### src/rtl/pmp_checker_pkg.sv
// ----------------------------------------------------------------------------
// pmp_checker_pkg -- shared PMP types, encodings and CSR addresses.  Rev 1.0
// ----------------------------------------------------------------------------
`default_nettype none

package pmp_checker_pkg;

  localparam logic [1:0] A_OFF   = 2'd0;
  localparam logic [1:0] A_TOR   = 2'd1;
  localparam logic [1:0] A_NA4   = 2'd2;
  localparam logic [1:0] A_NAPOT = 2'd3;

  localparam logic [1:0] KIND_READ  = 2'd0;
  localparam logic [1:0] KIND_WRITE = 2'd1;
  localparam logic [1:0] KIND_EXEC  = 2'd2;

  localparam logic [1:0] U_MODE = 2'd0;
  localparam logic [1:0] S_MODE = 2'd1;
  localparam logic [1:0] M_MODE = 2'd3;

  localparam logic [11:0] CSR_PMPCFG0  = 12'h3A0;
  localparam logic [11:0] CSR_PMPADDR0 = 12'h3B0;

  typedef struct packed {
    logic       l;
    logic [1:0] rsvd;
    logic [1:0] a;
    logic       x;
    logic       w;
    logic       r;
  } pmp_cfg_t;

  typedef struct packed {
    logic        cwren;
    logic [11:0] cwaddr;
    logic [31:0] cwdata;
    logic        crden;
    logic [11:0] craddr;
  } csr_in_t;

  typedef struct packed {
    logic [31:0] crdata;
    logic        cready;
  } csr_out_t;

  // Reserved bits read zero, W without R is dropped, NA4 collapses to OFF when coarse.
  function automatic pmp_cfg_t legalize_cfg(input logic [7:0] raw, input logic na4_ok);
    pmp_cfg_t c;
    c      = pmp_cfg_t'(raw);
    c.rsvd = 2'b00;
    if (!c.r && c.w) c.w = 1'b0;
    if (!na4_ok && c.a == A_NA4) c.a = A_OFF;
    return c;
  endfunction

endpackage

`default_nettype wire

### src/rtl/pmp_checker_match.sv
// ----------------------------------------------------------------------------
// pmp_match -- per-port region match and lowest-index permission decision. Rev 1.0
// ----------------------------------------------------------------------------
`default_nettype none

module pmp_match import pmp_checker_pkg::*; #(
  parameter int REGIONS = 16
) (
  input  pmp_cfg_t [REGIONS-1:0]       cfg,
  input  logic     [REGIONS-1:0][31:0] pmpaddr,
  input  logic                         req_valid,
  input  logic     [31:0]              req_addr,
  input  logic     [1:0]               req_kind,
  input  logic     [1:0]               req_mode,
  output logic                         chk_error
);

  logic [31:0]        word;
  logic [REGIONS-1:0] hit;
  pmp_cfg_t           sel;
  logic               any_hit;
  logic               perm;
  logic               allow;
  logic               unused_bits;

  assign word = {2'b00, req_addr[31:2]};

  for (genvar i = 0; i < REGIONS; i++) begin : g_region
    logic [31:0] lower;
    logic [31:0] care;
    if (i == 0) begin : g_base
      assign lower = '0;
    end else begin : g_prev
      assign lower = pmpaddr[i-1];
    end
    // NAPOT: trailing ones plus the next bit are don't-care
    assign care   = ~(pmpaddr[i] ^ (pmpaddr[i] + 32'd1));
    assign hit[i] = (cfg[i].a == A_TOR)   ? ((word >= lower) && (word < pmpaddr[i])) :
                    (cfg[i].a == A_NA4)   ? (word == pmpaddr[i]) :
                    (cfg[i].a == A_NAPOT) ? (((word ^ pmpaddr[i]) & care) == 32'd0) :
                                            1'b0;
  end

  always_comb begin
    any_hit = 1'b0;
    sel     = '0;
    for (int i = REGIONS - 1; i >= 0; i--) begin
      if (hit[i]) begin
        any_hit = 1'b1;
        sel     = cfg[i];
      end
    end
  end

  always_comb begin
    perm = 1'b0;
    case (req_kind)
      KIND_READ:  perm = sel.r;
      KIND_WRITE: perm = sel.w;
      KIND_EXEC:  perm = sel.x;
      default:    perm = 1'b0;
    endcase
  end

  assign allow     = any_hit ? (perm || (req_mode == M_MODE && !sel.l)) : (req_mode == M_MODE);
  assign chk_error = req_valid && !allow;

  assign unused_bits = ^{req_addr[1:0], sel.rsvd, sel.a};

endmodule

`default_nettype wire

### config.mk
export PLATFORM = sky130hd
export DESIGN_NAME = pmp_match
export DESIGN_NICKNAME = d
export VERILOG_FILES = /design/src/rtl/pmp_checker_pkg.sv /design/src/rtl/pmp_checker_match.sv
export SDC_FILE = /design/constraint.sdc
export NUM_CORES = 1
export LEC_CHECK = 0
export CAP_MARGIN = 10
export CELL_PAD_IN_SITES_DETAIL_PLACEMENT = 0
export CELL_PAD_IN_SITES_GLOBAL_PLACEMENT = 1
export CORE_UTILIZATION = 25
export DETAILED_ROUTE_END_ITERATION = 6
export PLACE_DENSITY = 0.7
export SLEW_MARGIN = 40
export SYNTH_ARGS = -nofsm -noshare
export SYNTH_HDL_FRONTEND = slang
export SYNTH_SLANG_ARGS = --single-unit
### constraint.sdc
create_clock -name vclk -period 8.9
set_input_delay 2.67 -clock vclk [all_inputs]
set_output_delay 2.67 -clock vclk [all_outputs]
set_load 0.005 [all_outputs]
# Word-level counts from Yosys, hierarchy flattened
# Index checks and enable logic that the tools add are counted.
# op_classes
addsub	16
magnitude_cmp	32
n_eq_ne	67
muxes	82
n_bitwise	64
reduce_logical	38
# ops
cell	n
32-bit by 1-bit adder with 32-bit output (second input constant)	16
32-bit AND	16
30-bit by 32-bit == test with 1-bit output	16
32-bit logical NOT	16
30-bit by 32-bit less-than comparator with 1-bit output	16
32-bit inverter	16
30-bit by 32-bit bitwise XOR with 32-bit output	16
32-bit bitwise XOR	16
30-bit by 32-bit greater-or-equal comparator with 1-bit output	15
8-bit two-way mux	16
2-bit == test (second input constant)	34
1-bit two-way mux	65
2-bit by 1-bit == test with 1-bit output (second input constant)	17
30-bit by 1-bit greater-or-equal comparator with 1-bit output (second input constant)	1
1-bit logical AND	18
1-bit one-hot mux with 3 select lines	1
1-bit logical NOT	2
2-bit logical NOT	1
1-bit logical OR	1
# totals
regBits	0
in_bits	677
out_inout_bits	1
wordCells	299

# Longest topological paths before layout
# logic_depth
word_depth	30
mapped_depth	15
ltp_nobuf	14

# Worst setup path before layout
# Ideal clock, no wire load.
# synth_timing
path_type	input to output
from	input req_addr[2]
to	output chk_error
arrival_time_ns	5.829
required_ns	6.230
slack_ns	0.401
path_stages	14
n_path_buf	0
path_cell_list	inv_1 -> ha_1 -> nor2b_1 -> o211ai_1 -> a21oi_1 -> a211oi_1 -> o21ai_1 -> o31a_1 -> a211oi_1 -> nand2_1 -> a221o_1 -> o211a_1 -> o311a_1 -> nor4_2
# synth_between
elab_chain_cells	28
elab_cells_between_ends	199
cone_classes	order compare (32); eq/ne (16); mux (82); bitwise (32); reduce/logical (37)
# synth_lines
item	line_no	source
start: declaration	pmp_checker_match.sv:12	input logic [31:0] req_addr,
branches (longest 25 deep; another with 30-bit by 32-bit greater-or-equal comparator with 1-bit output)	-	
1-bit two-way mux *	pmp_checker_match.sv:65	assign allow = any_hit ? (perm || (req_mode == M_MODE && !sel.l)) : (req_mode == M_MODE);
1-bit logical NOT *	pmp_checker_match.sv:66	assign chk_error = req_valid && !allow;
1-bit logical AND *	pmp_checker_match.sv:66	
end: declaration	pmp_checker_match.sv:15	output logic chk_error
# Every way passes the cells marked *.

# Final worst setup path
# layout_timing
from	input req_addr[4]
to	output chk_error
# The elaborated chain is that of the path after synthesis.

==> tab_implementation.tex <==
\begin{tabular}{lr}
\hline
Metric & Value \\
\hline
\multicolumn{2}{l}{\textbf{Run status}} \\
Status & finished with violations \\
Violated checks & setup timing \\
\multicolumn{2}{l}{\textbf{STA}} \\
Worst hold slack after final layout & 6.31 ns \\
Worst setup slack after layout & -0.542 ns \\
Final-layout setup total negative slack & -0.542 ns \\
Slew margin rel. & 58.2\% \\
Minimum clock period after layout & 9.44 ns \\
Number of endpoints with negative hold slack in the final report & 0 \\
FMAX & 106 MHz \\
Fraction of the cycle the final worst path needs & 106\% \\
Final setup vio count & 1 \\
Actual slew at the worst max-slew pin & 0.612 ns \\
Max Transition Viols Final & 0 \\
RSZ-0062 raised after global routing & true \\
\multicolumn{2}{l}{\textbf{Yosys}} \\
Avg Inst Size Synth & 6.69 um2 \\
Post-Synthesis Cell Area & 0.0208 mm2 \\
Synth unique cells & 86 \\
Area share of the largest cell type after synthesis & 29.8\% \\
Largest cells by area after synthesis & sky130\_fd\_sc\_hd\_\_ha\_1, sky130\_fd\_sc\_hd\_\_inv\_1, sky130\_fd\_sc\_hd\_\_a21oi\_1 \\
Sequential area share after synthesis & 0\% \\
Top cells by count, synth & sky130\_fd\_sc\_hd\_\_inv\_1, sky130\_fd\_sc\_hd\_\_ha\_1, sky130\_fd\_sc\_hd\_\_a21oi\_1, sky130\_fd\_sc\_hd\_\_nor2\_1, sky130\_fd\_sc\_hd\_\_nand2\_1 \\
Most frequently used cell type in the post-synthesis netlist & sky130\_fd\_sc\_hd\_\_inv\_1 \\
Net count after synthesis & 4287 \\
Library cell occupying the most area in the post-synthesis netlist & sky130\_fd\_sc\_hd\_\_ha\_1 \\
Cell count after synthesis & 3114 \\
Warnings, synthesis & 0 \\
\multicolumn{2}{l}{\textbf{Final layout}} \\
Storage cell area & 0 um2 \\
Final layout net count & 6250 \\
Cell Count, Final, Fillers Out & 6158 \\
Post-route design area & 0.0399 mm2 \\
Share of final-layout standard cells stronger than drive strength 1 & 30.2\% \\
Layout clock buffer count & 0 \\
Growth of design area from synthesis to finish & 91.7\% \\
Number of flip-flops and latches & 0 \\
\multicolumn{2}{l}{\textbf{Critical path}} \\
Data arrival time at the worst-slack endpoint & 6.77 ns \\
CP startpoint & req\_addr[4] \\
Startpoint type of the worst setup path & input pin \\
Required arrival time at the worst endpoint & 6.23 ns \\
CP Max Fanout & 7 \\
Setup crit end kind & output pin \\
Category of the critical setup timing path & in -> out \\
\multicolumn{2}{l}{\textbf{Drt}} \\
Post-route ant nets & 0 \\
Count of routing violations after the opening detailed-route iteration & 1986 \\
Vias per Instance & 5.30 \\
Final Routed Wirelength & 136000 um \\
Total number of vias & 32700 \\
First-pass detailed-route iteration total & 5 \\
Routed wirelength normalized by instance count & 22.1 um \\
Remaining DRCs & 0 \\
\multicolumn{2}{l}{\textbf{Power and ir drop}} \\
Lkg Pwr & 19.7 nW \\
Max IR drop VDD & 0.0341 mV \\
Cell area power density & 49.7 mW/mm2 \\
\multicolumn{2}{l}{\textbf{Floorplanning}} \\
Chip width & 291 um \\
Initial Utilization & 25.3\% \\
Row count & 105 \\
Die area & 0.0845 mm2 \\
\# IOs & 678 \\
DIE HEIGHT & 291 um \\
Area of the core region & 0.0822 mm2 \\
\multicolumn{2}{l}{\textbf{Clock tree}} \\
Number of buffers added to fix hold violations after cts & 0 \\
\multicolumn{2}{l}{\textbf{Worst hold path}} \\
Startpoint of the lowest-slack hold path & cfg[9] \\
Class of the tightest hold or removal check & in -> out \\
\multicolumn{2}{l}{\textbf{Placed design}} \\
Global placement routability congestion & 1.01 \\
Placed Instance Area & 0.0389 mm2 \\
Port-buffer cells & 644 \\
Post-detailed-placement half-perimeter wirelength & 122000 um \\
DP Cell Count & 6133 \\
\multicolumn{2}{l}{\textbf{GRT}} \\
Overflow left after global routing & 0 \\
Overall Global Routing Usage & 30.8\% \\
Maximum number of pins on one net before global-route repair & 16 \\
Vias in the first global route & 32800 \\
First-pass GRT wire length & 199000 um \\
Initial antenna violation count & 29 \\
\multicolumn{2}{l}{\textbf{Job}} \\
Maximum capacitance violations & 0 \\
\hline
\end{tabular}
## power by group
| group | total, mW | leakage, nW | internal [mW] | switching [mW] |
|---|---|---|---|---|
| clock network | 0.000000196 | 0.0000824 | 0.000000196 | 0 |
| logic | 1.99 | 19.7 | 1.05 | 0.937 |
| registers | 0 | 0 | 0 | 0 |
## critical path: stages
cell and delay (ns):
sky130_fd_sc_hd__buf_2 0.13, sky130_fd_sc_hd__buf_4 0.31, sky130_fd_sc_hd__buf_4 0.23, sky130_fd_sc_hd__ha_1 0.25, sky130_fd_sc_hd__and2_1 0.18, sky130_fd_sc_hd__o21ai_0 0.10, sky130_fd_sc_hd__a21boi_2 0.09, sky130_fd_sc_hd__o41ai_2 0.38
sky130_fd_sc_hd__o211ai_1 0.26, sky130_fd_sc_hd__o211a_1 0.31, sky130_fd_sc_hd__or2_4 0.27, sky130_fd_sc_hd__buf_4 0.14, sky130_fd_sc_hd__a221o_1 0.33, sky130_fd_sc_hd__o211a_1 0.21, sky130_fd_sc_hd__o311a_1 0.35, sky130_fd_sc_hd__nor4_2 0.33
sky130_fd_sc_hd__buf_2 0.22
## stage by stage
stage	setup WS [ns]	total power, mW	util [%]
detailed placement	-1.50	1.92	47.3
global placement	-1.47	1.91	47.3
finish	-0.542	1.99	48.6
CTS	-0.466	1.95	48.2
global route	-0.768	2.14	48.5
floorplan	0.401	0.675	-
## cell families (layout without fill, tap and decap cells)
group                      after synthesis  in the layout  synth area share [%]
adders and majority gates              496            496                  29.8
AOI/OAI and AO/OA                      942            942                  30.0
other                                    0             13                     0
buffers and inverters                  549           2510                  9.90
muxes                                    3              3                 0.150
and+or+nand+nor                       1108           1108                  29.5
xor gates and xnor gates                16             16                 0.673
## layout by cell type (no fill, tap or decap), types with 14 or more instances in the layout
master	count
sky130_fd_sc_hd__a21o_1	45
sky130_fd_sc_hd__and3_1	45
sky130_fd_sc_hd__a211o_1	14
sky130_fd_sc_hd__o21ai_1	19
sky130_fd_sc_hd__nand3_1	121
sky130_fd_sc_hd__a31oi_1	120
sky130_fd_sc_hd__nor4_1	86
sky130_fd_sc_hd__nand4_1	148
sky130_fd_sc_hd__and2_1	30
sky130_fd_sc_hd__and4_1	46
sky130_fd_sc_hd__o21ai_0	89
sky130_fd_sc_hd__nor3_1	93
sky130_fd_sc_hd__a41oi_1	43
sky130_fd_sc_hd__nand2b_1	17
sky130_fd_sc_hd__ha_1	481
sky130_fd_sc_hd__buf_4	1281
sky130_fd_sc_hd__a211oi_1	35
sky130_fd_sc_hd__clkdlybuf4s50_1	557
sky130_fd_sc_hd__o211ai_1	40
sky130_fd_sc_hd__nor2_1	171
sky130_fd_sc_hd__or3_1	18
sky130_fd_sc_hd__a22oi_1	17
sky130_fd_sc_hd__nor4_2	35
sky130_fd_sc_hd__dlygate4sd2_1	45
sky130_fd_sc_hd__inv_1	532
sky130_fd_sc_hd__a21oi_1	277
sky130_fd_sc_hd__nand2_1	165
sky130_fd_sc_hd__o22ai_1	38
sky130_fd_sc_hd__o2111ai_1	15
sky130_fd_sc_hd__buf_2	29
sky130_fd_sc_hd__o221ai_1	14
sky130_fd_sc_hd__nor2b_1	25
sky130_fd_sc_hd__buf_12	46
## metal layers
layer  vias up  wire (um)  GRT usage, %
li1      16000          -             -
met1     15200      58800          39.1
met2      1111      63700          53.3
met3       273       7980          3.49
met4        24       5600          11.2
met5         -        180             0
## path summary, 6_finish.rpt
path / endpoint / cells after the start
setup / recovery: chk_error / 17
hold / removal: chk_error / 6
## layout make-up
type | instances | area, um2
repair buffers | 1972 | 16800
inverters | 538 | 2020
multi-input cells | 2565 | 19700
fillers | 8361 | 42300
well taps | 1070 | 1340
diodes | 13 | 32.5
## repair_timing
action | 4_1_cts | 5_1_grt
buffers inserted | 13 | 1
endpoints found under the setup margin | 1 | 1
pin swaps | 59 | 24
endpoints found under the hold margin | 0 | 0
resized for setup | 186 | 57
Power figures use the tool's default switching activity.
